==> config.mk <==
export PLATFORM = sky130hd
export DESIGN_NAME = conv_psum_accum
export DESIGN_NICKNAME = d
export VERILOG_FILES = /design/src/rtl/conv_psum_accum.sv
export SDC_FILE = /design/constraint.sdc
export NUM_CORES = 1
export LEC_CHECK = 0
export ABC_AREA = 1
export CORE_ASPECT_RATIO = 0.6
export CORE_UTILIZATION = 60
export DETAILED_ROUTE_END_ITERATION = 8
export GPL_TIMING_DRIVEN = 0
export HOLD_SLACK_MARGIN = 0.12
export PLACE_DENSITY_LB_ADDON = 0.08
export RECOVER_POWER = 50
export SYNTH_ARGS = -nofsm -noshare
export SYNTH_HDL_FRONTEND = slang
export SYNTH_SLANG_ARGS = --single-unit
==> constraint.sdc <==
create_clock -name clk -period 12 [get_ports clk]
set_input_delay 3.6 -clock clk [delete_from_list [all_inputs] [get_ports clk]]
set_output_delay 3.6 -clock clk [all_outputs]
set_load 0.01 [all_outputs]
==> src/rtl/conv_psum_accum.sv <==
// Partial-sum accumulator: registered adder tree over N_IN signed products,
// PASSES-beat accumulation, bias, optional ReLU and signed output saturation.
module conv_psum_accum #(
  parameter int N_IN   = 6,
  parameter int IN_W   = 32,
  parameter int ACC_W  = 40,
  parameter int OUT_W  = 32,
  parameter int PASSES = 3
) (
  input  logic                 clk,
  input  logic                 rst_b,
  input  logic                 clr,
  input  logic                 in_valid,
  output logic                 in_ready,
  input  logic [N_IN*IN_W-1:0] in_data,
  input  logic                 bias_we,
  input  logic [ACC_W-1:0]     bias_in,
  input  logic                 relu_en,
  output logic                 out_valid,
  input  logic                 out_ready,
  output logic [OUT_W-1:0]     out_data,
  output logic                 out_sat
);
  localparam int L     = $clog2(N_IN);
  localparam int CNT_W = (PASSES > 1) ? $clog2(PASSES) : 1;
  localparam logic [CNT_W-1:0] CNT_LAST = CNT_W'(PASSES - 1);
  localparam logic signed [ACC_W-1:0] SAT_MAX = {{(ACC_W-OUT_W+1){1'b0}}, {(OUT_W-1){1'b1}}};
  localparam logic signed [ACC_W-1:0] SAT_MIN = {{(ACC_W-OUT_W+1){1'b1}}, {(OUT_W-1){1'b0}}};

  // Element count at a tree level; an odd leftover is carried forward.
  function automatic int lvl_n(input int lvl);
    int n;
    n = N_IN;
    for (int k = 0; k < lvl; k++) n = (n + 1) / 2;
    return n;
  endfunction

  logic              out_valid_q, out_valid_d;
  logic [OUT_W-1:0]  out_data_q, out_data_d;
  logic              out_sat_q, out_sat_d;
  logic [ACC_W-1:0]  acc_q, acc_d;
  logic [ACC_W-1:0]  bias_q, bias_d;
  logic [CNT_W-1:0]  cnt_q, cnt_d;
  logic              stall;
  logic              accept;
  logic [ACC_W-1:0]  tree_sum;
  logic              tree_vld;
  logic [ACC_W-1:0]  grp_sum;
  logic signed [ACC_W-1:0] res;

  assign stall    = out_valid_q & ~out_ready;
  assign in_ready = ~stall;
  assign accept   = in_valid & in_ready & ~clr;

  // Level 0 registers the sign-extended beat; levels 1..L each add pairs.
  genvar gi, gj;
  for (gi = 0; gi <= L; gi++) begin : g_lvl
    localparam int NW = lvl_n(gi);
    logic [NW*ACC_W-1:0] src;
    logic [NW*ACC_W-1:0] data_d, data_q;
    logic                src_vld, vld_d, vld_q;

    if (gi == 0) begin : g_in
      for (gj = 0; gj < NW; gj++) begin : g_ext
        assign src[gj*ACC_W +: ACC_W] = ACC_W'($signed(in_data[gj*IN_W +: IN_W]));
      end
      assign src_vld = accept;
    end else begin : g_add
      localparam int NP = lvl_n(gi - 1);
      for (gj = 0; gj < NW; gj++) begin : g_pair
        if (2*gj + 1 < NP) begin : g_sum
          assign src[gj*ACC_W +: ACC_W] = g_lvl[gi-1].data_q[2*gj*ACC_W +: ACC_W]
                                        + g_lvl[gi-1].data_q[(2*gj+1)*ACC_W +: ACC_W];
        end else begin : g_pass
          assign src[gj*ACC_W +: ACC_W] = g_lvl[gi-1].data_q[2*gj*ACC_W +: ACC_W];
        end
      end
      assign src_vld = g_lvl[gi-1].vld_q;
    end

    always_comb begin
      data_d = stall ? data_q : src;
      vld_d  = clr ? 1'b0 : (stall ? vld_q : src_vld);
    end

    always_ff @(posedge clk or negedge rst_b) begin
      if (!rst_b) begin
        data_q <= '0;
        vld_q  <= 1'b0;
      end else begin
        data_q <= data_d;
        vld_q  <= vld_d;
      end
    end
  end

  assign tree_sum = g_lvl[L].data_q;
  assign tree_vld = g_lvl[L].vld_q;

  always_comb begin
    acc_d       = acc_q;
    cnt_d       = cnt_q;
    out_valid_d = out_valid_q;
    out_data_d  = out_data_q;
    out_sat_d   = out_sat_q;
    bias_d      = bias_we ? bias_in : bias_q;
    grp_sum     = acc_q + tree_sum;
    res         = grp_sum + bias_q;
    if (relu_en && res[ACC_W-1]) res = '0;

    if (clr) begin
      acc_d       = '0;
      cnt_d       = '0;
      out_valid_d = 1'b0;
      out_sat_d   = 1'b0;
    end else begin
      if (out_ready) out_valid_d = 1'b0;
      if (tree_vld && !stall) begin
        if (cnt_q != CNT_LAST) begin
          acc_d = grp_sum;
          cnt_d = cnt_q + CNT_W'(1);
        end else begin
          acc_d       = '0;
          cnt_d       = '0;
          out_valid_d = 1'b1;
          if (res > SAT_MAX) begin
            out_data_d = SAT_MAX[OUT_W-1:0];
            out_sat_d  = 1'b1;
          end else if (res < SAT_MIN) begin
            out_data_d = SAT_MIN[OUT_W-1:0];
            out_sat_d  = 1'b1;
          end else begin
            out_data_d = res[OUT_W-1:0];
            out_sat_d  = 1'b0;
          end
        end
      end
    end
  end

  always_ff @(posedge clk or negedge rst_b) begin
    if (!rst_b) begin
      out_valid_q <= 1'b0;
      out_data_q  <= '0;
      out_sat_q   <= 1'b0;
      acc_q       <= '0;
      cnt_q       <= '0;
      bias_q      <= '0;
    end else begin
      out_valid_q <= out_valid_d;
      out_data_q  <= out_data_d;
      out_sat_q   <= out_sat_d;
      acc_q       <= acc_d;
      cnt_q       <= cnt_d;
      bias_q      <= bias_d;
    end
  end

  assign out_valid = out_valid_q;
  assign out_data  = out_data_q;
  assign out_sat   = out_sat_q;
endmodule
Yosys cells after proc, flatten, opt, wreduce, memory -nomap -nowiden
Cells that the tools add are included. W data, S select, Z words.

Equality and inequality tests: 3. Muxes and demuxes: 26. Bitwise gates (word level): 7. Reduce and logical (&&, ||, !) cells: 6. Magnitude comparators: 2. $add $sub $neg: 8.

Operators with widths (number): $add A40 B40 Y40 (7); $mux W40 (4); $mux W32 (2); $gt A40 B32 Y1 const B (1); $lt A40 B32 Y1 const B (1); $mux W1 (17); $mux W2 (3); $ne A2 B2 Y1 const B (3); $not A1 Y1 (4); $and A1 B1 Y1 (3); $reduce_and A3 Y1 (1); $add A2 B1 Y2 const B (1); $logic_and A1 B1 Y1 (2); $reduce_and A2 Y1 (1); $reduce_bool A2 Y1 (1); $logic_not A1 Y1 (1).

Output and inout port bits: 35. Bits in registers: 592.

Logic depth before layout (Yosys ltp)
Gate-level depths: netlist of run 1.

Word-level depth: 10. Gate-level depth with buffers: 36. Mapped depth without buffers: 35.

Worst setup path before layout of run 1
OpenSTA, ideal clock, no wires.

Path kind: input to output. Start: input out_ready. End: output in_ready. Required time: 8.400 ns. Arrival time: 4.742 ns. Cell stages on the path: 5. Slack: 3.658 ns. Cells stage by stage: nor2_1 > clkbuf_1 > inv_2 > clkbuf_1 > clkbuf_1.

Word-level cells in the longest chain between the ends: 3.

Ends and longest elaborated chain: from (decl) (RTL line 20) `input logic out_ready,`; $not A1 Y1 (RTL line 51) `assign stall = out_valid_q & ~out_ready;`; $and A1 B1 Y1 (RTL line 51); $not A1 Y1 (RTL line 52) `assign in_ready = ~stall;`; to (decl) (RTL line 14) `output logic in_ready,`.

No other way between the ends.

Final worst setup path of run 1
Ends and elaborated chain as after synthesis.

==> results.ini, run 1 <==
[route]
first_iter_violations=4010
vias_per_cell=5.751
routed_wl_mm=112.3
drt-pass1-iter-count=6
wire_per_inst_um=19.71
ant_nets=0
drc=0
vias=32764

[worst_setup_path]
cp_top_family=buffers and inverters
crit_slowest_cell=nor2_1
cp_data_arrival_time_ps=7230
startpoint_type=input port
cp_max_fo=10
r2r_slack_ps=4700
reg2reg_to=out_sat
crit_required_ps=8400
regToRegStartpoint=g_lvl[3].data_q[0]
slowest_delay_ps=1110
crit_start=out_ready
reg2regPathDepth=28
crit_cells=7
crit_end=in_ready
end_kind=output pin
path_class=in2out
path_cells=clkdlybuf4s50_1 > nor2_1 > clkbuf_1 > inv_2 > clkbuf_1 > clkbuf_1 > clkdlybuf4s50_1
crit_buf_inv=6
cp_common_cell=clkbuf_1

[cts]
post_cts_buffers=0
clockRootBuffer=clkbuf_16
cts.hold.buffers_added=0
clockBufferDepth=3
cts_tree=built
cts_inserted_buffers=52
clkTransAtPathRegs_ps=70
cts_resized=0
clock_latency_ps=620
cts_sinks=552
cts_max_level=2

[synthesis]
synth_nets=5060
synthArstFlopShare=1.000
synth_area_leaders=dfrtp_1, nand2_1, ha_1, a21oi_1, inv_1
ys_top_cells_by_count=nand2_1, dfrtp_1, inv_1
synth_top_area_share=0.4018
synth_top_cell_by_area=dfrtp_1
netlist_area_mm2=0.03438
yosysWarnings=0
ys.flop_type=dfrtp_1
syn_inst=4561
synth_edf_count=0
ys_types=58
ys_ff_latch=552
yosysMostFrequentCell=nand2_1
postSynthAreaPerCell_um2=7.538
yosysSeqAreaShare=0.4018

[floorplan]
fp.dieW_um=311.0
die_h_um=187.4
core-area_mm2=0.05617
io_pins=274
die_area_mm2=0.05829
start_util=0.6121
std_cell_rows=67

[power]
peakVddDrop_mv=0.1474
powerDensity_mw_per_mm2=211.9
p_leak_uw=0.01997
finalPower_uw=8508

[global_routing]
grt_max_degree=125
antenna_found_initial=0
grt_usage=0.3822
grt_overflow=0
grt_pass1_vias=30078
grt_pass1_wl_mm=173.0

[sta]
hold_ws_ps=479.8
layout_min_cycle_time_ps=10830
maxSlewViolCount=142
rsz0062_at_grt=no
tightest_slew_ps=3987
max_freq_mhz=92.33
relSlewSlack=-1.658
hold_violations=0
setup_violations=0
timing.final.crit_share=0.9026
finClkSkew_ps=29.25

[placed_design]
place_congestion=1.023
place.port_buffers=272
dp_hpwl_mm=88.95

[worst_hold_path]
hold_class=reg2reg

[layout]
nets=5391
layout-drive-gt1-share=0.04661
area_delta_synth_final_pct=16.79

[outcome]
outcome=finished, violations left
violations=capacitance limit, slew limit

[run]
drv_cap=3

-- report_power, final --
group	internal (uW)	total, uW	leakage, uW	switching (uW)
Combinational	1380	4140	0.0124	2760
Clock	1150	1940	0.000964	789
Sequential	2170	2420	0.00661	255
Total	4700	8510	0.0200	3810
-- area by class of cell --
cell class                 count  area, um2
tap                          759      949.7
multi-input combinational   3525      18720
antenna                        3      7.507
clock buffer                  71       1524
inverter                     364       1366
clock inverter                26      459.2
sequential                   552      13810
timing repair buffer         277       2830
buffer                       120      480.5
fill                        4631      16020
-- metrics by stage --
step	area (um2)	TNS, ps	std cells	utilization	worst slack, ps
after detailed placement	38190	0	5597	0.6800	1233
after CTS	40180	0	5694	0.7153	1252
after floorplan	34380	0	4561	-	3658
after global placement	38050	-9327850	5592	0.6775	-17010
after global routing	40140	0	5694	0.7147	1101
final	40150	0	5697	0.7148	1169
-- how the worst min path moves through the flow --
| stage | startpoint | endpoint | slack (ps) | cells after the start |
|---|---|---|---|---|
| global route | out_data[12] | out_data[12] | 490 | 2 |
| finish | g_lvl[1].data_q[110] | g_lvl[2].data_q[70] | 480 | 2 |
| floorplan | g_lvl[1].data_q[80] | g_lvl[2].data_q[40] | 440 | 2 |
| global placement | g_lvl[1].data_q[118] | g_lvl[2].data_q[78] | 460 | 2 |
| detailed placement | g_lvl[1].data_q[110] | g_lvl[2].data_q[70] | 460 | 2 |
| CTS | g_lvl[1].data_q[110] | g_lvl[2].data_q[70] | 470 | 2 |
-- layout by cell type, fill, tap and decap left out, types with 113 or more instances in the layout --
cell type | netlist | final
dfrtp_1 | 552 | 552
clkbuf_1 | 106 | 113
nand2_1 | 1719 | 1719
nand3_1 | 139 | 139
nor2_1 | 265 | 265
o21ai_0 | 256 | 256
ha_1 | 253 | 253
inv_1 | 353 | 353
clkdlybuf4s50_1 | 0 | 268
a21oi_1 | 316 | 316
-- worst register-to-register path: cells and delay by family, from the launching register on --
| kind | cells | cell delay, ps |
|---|---|---|
| xor+xnor | 1 | 210 |
| simple gates | 14 | 3090 |
| flops | 1 | 380 |
| buf+inv | 3 | 460 |
| compound gates | 7 | 2050 |
| fa+ha+maj | 3 | 990 |
-- state kept, by name, indices dropped and copies added, names as in the netlist --
signal	flops
cnt_q	2
acc_q	40
bias_q	40
out_valid	1
g_lvl.vld_q	4
g_lvl.data_q	432
out_data	32
out_sat	1
-- kinds of logic (layout without fill, tap and decap cells) --
| logic type | Yosys count | count (layout) | share of synthesized area |
|---|---|---|---|
| simple gates | 2274 | 2274 | 0.2647 |
| flops | 552 | 552 | 0.4018 |
| fa+ha+maj | 260 | 260 | 0.09615 |
| xor+xnor | 153 | 153 | 0.03898 |
| mux | 38 | 38 | 0.01245 |
| buf+inv | 484 | 858 | 0.05372 |
| compound gates | 800 | 800 | 0.1322 |
| other cells | 0 | 3 | 0 |
-- layer usage --
layer  GRT usage  vias to the layer above  share of wire
met1      0.6124                    15494           0.48
met3      0.1406                      111           0.14
met5     0.01542                        -         0.0011
li1            -                    15559              -
met4     0.06214                        2          0.015
met2      0.4827                     1598           0.37
Note: power is estimated with default switching activity, not from simulation.
==> inputs of run 2 (changes only) <==
DONT_BUFFER_PORTS = 1   (was default)
clock period = 13.8 ns   (was 12 ns; I/O delays follow)
==> run 2 against run 1 <==
The run still ends with capacitance limit, slew limit left. Die area did not move. Sequential power fell by 13%. Critical path depth fell by 2. Sequential share of layout area rose by 2.8 points. Combinational power fell by 17%. Highest routed layer unchanged.
==> results.ini, run 2 (synthesis gave the netlist of run 1 again) <==
[outcome]
outcome=finished, violations left
violations=capacitance limit, slew limit

[sta]
setup_violations=0
timing.final.crit_share=0.7971
finClkSkew_ps=27.15
hold_violations=0
max_freq_mhz=90.91
finalSetupTns_ps=0
rsz0062_at_grt=no
layout_min_cycle_time_ps=11000
relSlewSlack=-1.447
setup_ws_ps=2800
tightest_slew_ps=3671
maxSlewViolCount=510

[route]
first_iter_violations=3573
ant_nets=0
drt-pass1-iter-count=6
vias_per_cell=5.789
routed_wl_mm=108.6
wire_per_inst_um=20.05
drc=0
vias=31346

[power]
p_leak_uw=0.01882
intPower_uw=3940
p_switching_uw=3177
seqPwrFrac=0.296
pwr-share-comb=0.480
peakVddDrop_mv=0.1088
p_clk_frac=0.223
p_sw_frac=0.4464
powerDensity_mw_per_mm2=191.5

[cts]
clockRootBuffer=clkbuf_16
post_cts_buffers=0
cts_sinks=552
cts_tree=built
cts_inserted_buffers=53
cts_max_level=2
clockBufferDepth=3
clkTransAtPathRegs_ps=60
cts.hold.buffers_added=0
cts_resized=0
clock_latency_ps=640

[floorplan]
std_cell_rows=67
core-area_mm2=0.05617
fp.dieW_um=311.0
die_h_um=187.4
io_pins=274
die_area_mm2=0.05829
start_util=0.6121

[placed_design]
preCtsSetupSlack_ps=3304
place.port_buffers=0
place_congestion=1.023
dp_hpwl_mm=85.42
dp.cells=5320
placed_cell_area_mm2=0.03533

[layout]
area_delta_synth_final_pct=8.123
final_cell_count_no_fill=5415
top_register=g_lvl.data_q
nets=5115
mostFrequentLayoutCell=nand2_1
top_regs=g_lvl.data_q x432, acc_q x40, bias_q x40
antenna_cells=0
stdcell_area_mm2=0.03717
fin_util=0.6618
largest_register_ff_count=432
layout_common_cells=nand2_1, dfrtp_1, inv_1
layout-drive-gt1-share=0.04704

[worst_setup_path]
crit_start=out_ready
crit_required_ps=9660
path_class=in2out
end_kind=output pin
regToRegStartpoint=g_lvl[3].data_q[4]
crit_end=in_ready
cp_max_fo=10
cp_data_arrival_time_ps=6860
reg2reg_to=out_sat
reg2regPathDepth=30
r2r_slack_ps=6740
startpoint_type=input port

[global_routing]
antenna_found_initial=2
grt_pass1_wl_mm=166.6
grt_usage=0.3698
grt_overflow=0
grt_max_degree=553
grt_pass1_vias=28375

[worst_hold_path]
hold_class=reg2reg

[run]
drv_cap=1

==> run 2: changes by cell type in the layout (fill, tap and decap cells not counted), moves of 2 or more <==
cell             before  now
clkinvlp_4            4    0
inv_6                 2    0
buf_16                4    0
bufinv_16            12    8
clkbuf_1            113  116
dlygate4sd3_1         3    0
diode_2               3    0
clkinv_4              3    0
clkinv_2              5   12
clkdlybuf4s50_1     268    0
clkbuf_8             13   10
==> run 2: how the worst min path moves through the flow <==
stage / start / endpoint / depth (start not counted)
floorplan: g_lvl[1].data_q[80] / g_lvl[2].data_q[40] / 2
global placement: g_lvl[1].data_q[103] / g_lvl[2].data_q[63] / 2
detailed placement: g_lvl[1].data_q[110] / g_lvl[2].data_q[70] / 2
CTS: g_lvl[1].data_q[116] / g_lvl[2].data_q[76] / 2
global route: g_lvl[0].data_q[58] / g_lvl[0].data_q[58] / 2
finish: g_lvl[1].data_q[113] / g_lvl[2].data_q[73] / 2
==> run 2: cell type report <==
type | instances | area (um2)
buffer | 120 | 480.5
clock buffer | 74 | 1526
clock inverter | 21 | 316.6
fill | 4978 | 18990
inverter | 364 | 1366
multi-input combinational | 3525 | 18720
sequential | 552 | 13810
tap | 759 | 949.7
==> run 2: power groups by stage <==
stage / clock network [uW] / registers [uW] / logic, uW
6_report: 1590 / 2110 / 3420
5_1_grt: 1650 / 2130 / 3710
4_1_cts: 1590 / 2100 / 3270
3_5_place_dp: 0 / 2120 / 3240
3_3_place_gp: 0 / 2120 / 3220
2_1_floorplan: 0 / 2020 / 2350
==> run 2: metal layers <==
layer | vias to the layer above | track usage | part of all wire
met5 | - | 0 | 0.00012
li1 | 15029 | - | -
met3 | 99 | 0.1226 | 0.13
met4 | 2 | 0.06044 | 0.014
met1 | 14867 | 0.6287 | 0.51
met2 | 1349 | 0.4364 | 0.35
==> run 2: critical path, stage by stage <==
cell and delay [ps]:
nor2_1 1150, clkbuf_1 490, inv_2 130, clkbuf_1 410, clkbuf_1 510
==> run 2: per-stage QoR <==
step                hold slack, ps  total power, uW
floorplan                    442.2             4378
global placement             456.5             5339
detailed placement           464.7             5359
CTS                          481.4             6962
global route                 496.9             7488
finish                       476.6             7117
